$ cat config.mk
export PLATFORM = sky130hd
export DESIGN_NAME = par2serial_gear
export DESIGN_NICKNAME = d
export VERILOG_FILES = /design/src/rtl/par2serial_gear.sv
export SDC_FILE = /design/constraint.sdc
export NUM_CORES = 1
export LEC_CHECK = 0
export BUFFER_PORTS_ARGS = -buffer_cell sky130_fd_sc_hd__buf_2
export CAP_MARGIN = 15
export CORE_MARGIN = 4
export CORE_UTILIZATION = 46
export CTS_CLUSTER_SIZE = 12
export DETAILED_ROUTE_END_ITERATION = 8
export GPL_TIMING_DRIVEN = 0
export PLACE_DENSITY = 0.74
export SYNTH_ARGS = -nofsm -noshare
export SYNTH_HDL_FRONTEND = slang
export SYNTH_SLANG_ARGS = --single-unit
$ cat constraint.sdc
create_clock -name clk -period 1.2 [get_ports clk]
set_input_delay 0.12 -clock clk [delete_from_list [all_inputs] [get_ports clk]]
set_output_delay 0.12 -clock clk [all_outputs]
set_load 0.005 [all_outputs]
$ cat src/rtl/par2serial_gear.sv
// rtl/par2serial_gear.sv - IN_W to OUT_W parallel-to-serial gearbox with valid/ready on both sides.
// Optional even-parity output is enabled by defining P2S_PARITY_EN.
module par2serial_gear #(
  parameter int IN_W  = 16,
  parameter int OUT_W = 8,
  parameter int CNT_W = $clog2(IN_W / OUT_W)
) (
  input  logic             clk,
  input  logic             rst,
  input  logic [IN_W-1:0]  in_data,
  input  logic             in_valid,
  output logic             in_ready,
  input  logic             msb_first,
  output logic [OUT_W-1:0] out_data,
  output logic             out_valid,
  input  logic             out_ready,
  output logic             out_last
`ifdef P2S_PARITY_EN
  ,
  output logic             out_parity
`endif
);

  localparam int RATIO = IN_W / OUT_W;
  localparam logic [CNT_W-1:0] LAST_CNT = CNT_W'(RATIO - 1);

  generate
    if ((IN_W % OUT_W) != 0 || (IN_W / OUT_W) < 2) begin : g_bad_cfg
      $error("par2serial_gear: IN_W must be a multiple of OUT_W with ratio >= 2");
    end
  endgenerate

  typedef enum logic {IDLE, SHIFT} state_t;

  state_t           state_q, state_d;
  logic [IN_W-1:0]  sreg_q, sreg_d;
  logic [CNT_W-1:0] cnt_q, cnt_d;
  logic             msb_q, msb_d;
  logic             load;
  logic             beat_done;

  assign out_valid = (state_q == SHIFT);
  assign out_last  = out_valid & (cnt_q == '0);
  assign in_ready  = (state_q == IDLE) | (out_valid & out_ready & out_last);
  assign out_data  = msb_q ? sreg_q[IN_W-1 -: OUT_W] : sreg_q[OUT_W-1:0];

`ifdef P2S_PARITY_EN
  assign out_parity = ^out_data;
`endif

  assign load      = in_valid & in_ready;
  assign beat_done = out_valid & out_ready;

  // A load on the final beat covers the back-to-back reload case as well as IDLE.
  always_comb begin
    state_d = state_q;
    sreg_d  = sreg_q;
    cnt_d   = cnt_q;
    msb_d   = msb_q;
    if (load) begin
      sreg_d  = in_data;
      msb_d   = msb_first;
      cnt_d   = LAST_CNT;
      state_d = SHIFT;
    end else if (beat_done) begin
      if (cnt_q != '0) begin
        sreg_d = msb_q ? (sreg_q << OUT_W) : (sreg_q >> OUT_W);
        cnt_d  = cnt_q - 1'b1;
      end else begin
        state_d = IDLE;
      end
    end
  end

  always_ff @(posedge clk or negedge rst) begin
    if (!rst) begin
      state_q <= IDLE;
      sreg_q  <= '0;
      cnt_q   <= '0;
      msb_q   <= 1'b0;
    end else begin
      state_q <= state_d;
      sreg_q  <= sreg_d;
      cnt_q   <= cnt_d;
      msb_q   <= msb_d;
    end
  end

endmodule

==> results.ini <==
[placed_design]
place_area_mm2=0.001361
routabilityCongestion=0.7786
dp_slack_ns=-0.2900
numPortBuffers=31
placedCellCount=177
hpwl_um=1821

[logic_synthesis]
syn-cell-area_mm2=0.001169
synth_cells=116
yosysUniqueCellTypes=20
synth_seq_area_share=0.4069
ys_ff_latch=19
ys_warn_count=0
syn_avg_cell_area_um2=10.07
synthesis.nets=137

[detailed_routing]
drc_errors=0
drtAntennaViolNets=0
wirelength_um=3416
num_vias=1103
drt_first_pass_iters=4
vias_per_cell=5.380
initialDrtViolationCount=26
wl_per_cell_um=16.66

[outcome]
failed_checks=negative setup slack
status=finished with violations

[sta]
worst_slack_ns=-0.2908
rsz0062_at_grt=yes
fmax_ghz=0.6708
setup_viol_count_final=28
slew_headroom=0.6985
hold_viol_final=0
finalMaxSlewViolations=0
min_period_over_period=1.242
timing.hold.ws_ns=0.02562
worst_slew_pin_slew_ns=0.4522
fin_crit_ns=1.491
finClkSkew_ns=0.001652

[floorplan]
start_util=0.4760
die_h_um=58.41
num_io_pins=32
rows=18
core-area_mm2=0.002455
die_w_um=58.41
die_area_mm2=0.003411

[finish]
postLayoutCoreUtil=0.7401
diodes=0
layout.cells.non_filler=205
drive_gt1_frac=0.6686
area_delta_synth_final_pct=55.46
stdcell_area_mm2=0.001817
num-nets-final=197
nFillCells=160

[clock_tree]
clockBufferDepth=2
cts_made_buffers=3
clkSinkCount=19
cts_tree=yes
clk_pin_slew_worst_paths_ns=0.11
clkLatencyLatePin_ns=0.30
htreeDepth=1
cts_root_buffer=clkbuf_4

[worst_setup_path]
path_max_fanout=5
timing.critical_path.required_ns=1.41
critPathKind=reg2reg
start_kind=flip-flop
cp-end-kind=flip-flop
crit_arrival_ns=1.70

[global_routing]
grt_pass1_wl_um=5257
grt_pass1_vias=1110
grt_antenna_before_repair=0
grt.overflow.total=0
grt_max_degree=20
grtUsageTotal=0.2030

[pwr]
total_leakage_power_nw=0.8186
combPwrFrac=0.581
p_int_mw=2.237
peakVddDrop_mv=1.308
power_density_mw_per_mm2=1932
seqPwrFrac=0.323
pwr-share-clk=0.096
swShare=0.3627
p_sw_mw=1.273

[flow_run]
drv_cap=0

[hold_path]
worstHoldPathType=in2reg

worst paths after layout:
| check | start | endpoint | slack, ns | cells past startpoint |
|---|---|---|---|---|
| max | cnt_q | sreg_q[2] | -0.29 | 6 |
| min | msb_first | msb_q | 0.03 | 3 |
| max reg2reg | cnt_q | sreg_q[2] | -0.29 | 6 |
| min reg2reg | sreg_q[9] | sreg_q[9] | 0.60 | 2 |
| max in group asynchronous | rst | msb_q | 0.58 | 2 |
| min in group asynchronous | rst | sreg_q[2] | 0.29 | 2 |
stage by stage:
step | power [mW] | TNS, ns
after floorplan | 1.998 | -0.3562
after global placement | 2.361 | -2.944
after detailed placement | 2.406 | -3.545
after CTS | 3.068 | -4.679
after global routing | 3.732 | -6.626
final | 3.510 | -5.431
area by class of cell:
class                   instances  area (um^2)  area share
multi-input cells              86        704.4      0.3877
repair buffers                 56        454.2      0.2500
inverters                       1        3.754    0.002066
plain buffers                   9        113.9     0.06267
flip-flops and latches         19        476.7      0.2624
clock buffers                   4        26.28     0.01446
well taps                      30        37.54     0.02066
cell families (layout without fill, tap and decap cells):
family / after synthesis / count (layout) / synth area share
compound gates: 21 / 21 / 0.1702
buf+inv: 11 / 70 / 0.07922
flops: 19 / 19 / 0.4069
mux: 8 / 8 / 0.07709
simple gates: 57 / 57 / 0.2666
sequential cells by signal, summed over array words and instances, names as in the netlist:
name       count
out_valid      1
sreg_q        16
msb_q          1
cnt_q          1
synthesized netlist by cell type, drive strengths merged:
cell type | count | area, um^2
nand2 | 21 | 78.83
buf | 9 | 85.08
a21oi | 2 | 13.76
dfrtp | 19 | 475.5
a31oi | 17 | 156.4
a21bo | 1 | 10.01
nand3b | 8 | 60.06
clkbuf | 1 | 3.750
inv | 1 | 3.750
mux2 | 8 | 90.09
nand2b | 2 | 20.02
a21boi | 1 | 18.77
and2b | 1 | 8.760
nand3 | 8 | 80.08
nor2 | 17 | 63.81
worst max-delay path: stages, from the launching register on:
cell and delay (ns):
dfrtp_1 0.41, nand2b_4 0.16, buf_6 0.12, a21boi_4 0.26, buf_6 0.18, nand2_2 0.06
a31oi_1 0.21
cells in the final DEF, fill, tap and decap left out, drive strengths merged:
cell type	count
a31oi	17
and2b	1
buf	64
nand2	21
mux2	8
clkbuf	4
nor2	17
nand3	8
inv	1
nand3b	8
a21oi	2
dlygate4sd3	1
nand2b	2
dfrtp	19
a21boi	1
a21bo	1
per-layer routing:
layer,vias to the layer above,part of all wire,global-route usage
met2,38,0.49,0.3238
met4,0,0.020,0.08609
met5,-,0,0
met3,10,0.046,0.02412
met1,529,0.44,0.2778
li1,526,-,-
power by group through the flow:
stage                     Sequential, mW  Combinational [mW]  Clock, mW
after detailed placement            1.11                1.29          0
after floorplan                     1.06               0.936          0
final                               1.13                2.04      0.337
after CTS                           1.10                1.63      0.335
after global placement              1.09                1.27          0
after global routing                1.17                2.19      0.366
what timing repair did:
action / 4_1_cts / 5_1_grt
buffers inserted: 16 / 5
hold endpoints to repair: 19 / 0
resized for setup: 38 / 28
endpoints found under the setup margin: 27 / 27
pin swaps: 35 / 4
hold buffers: 1 / 0
gates cloned: 2 / 1
No activity file was read; power rests on OpenSTA's default activity.
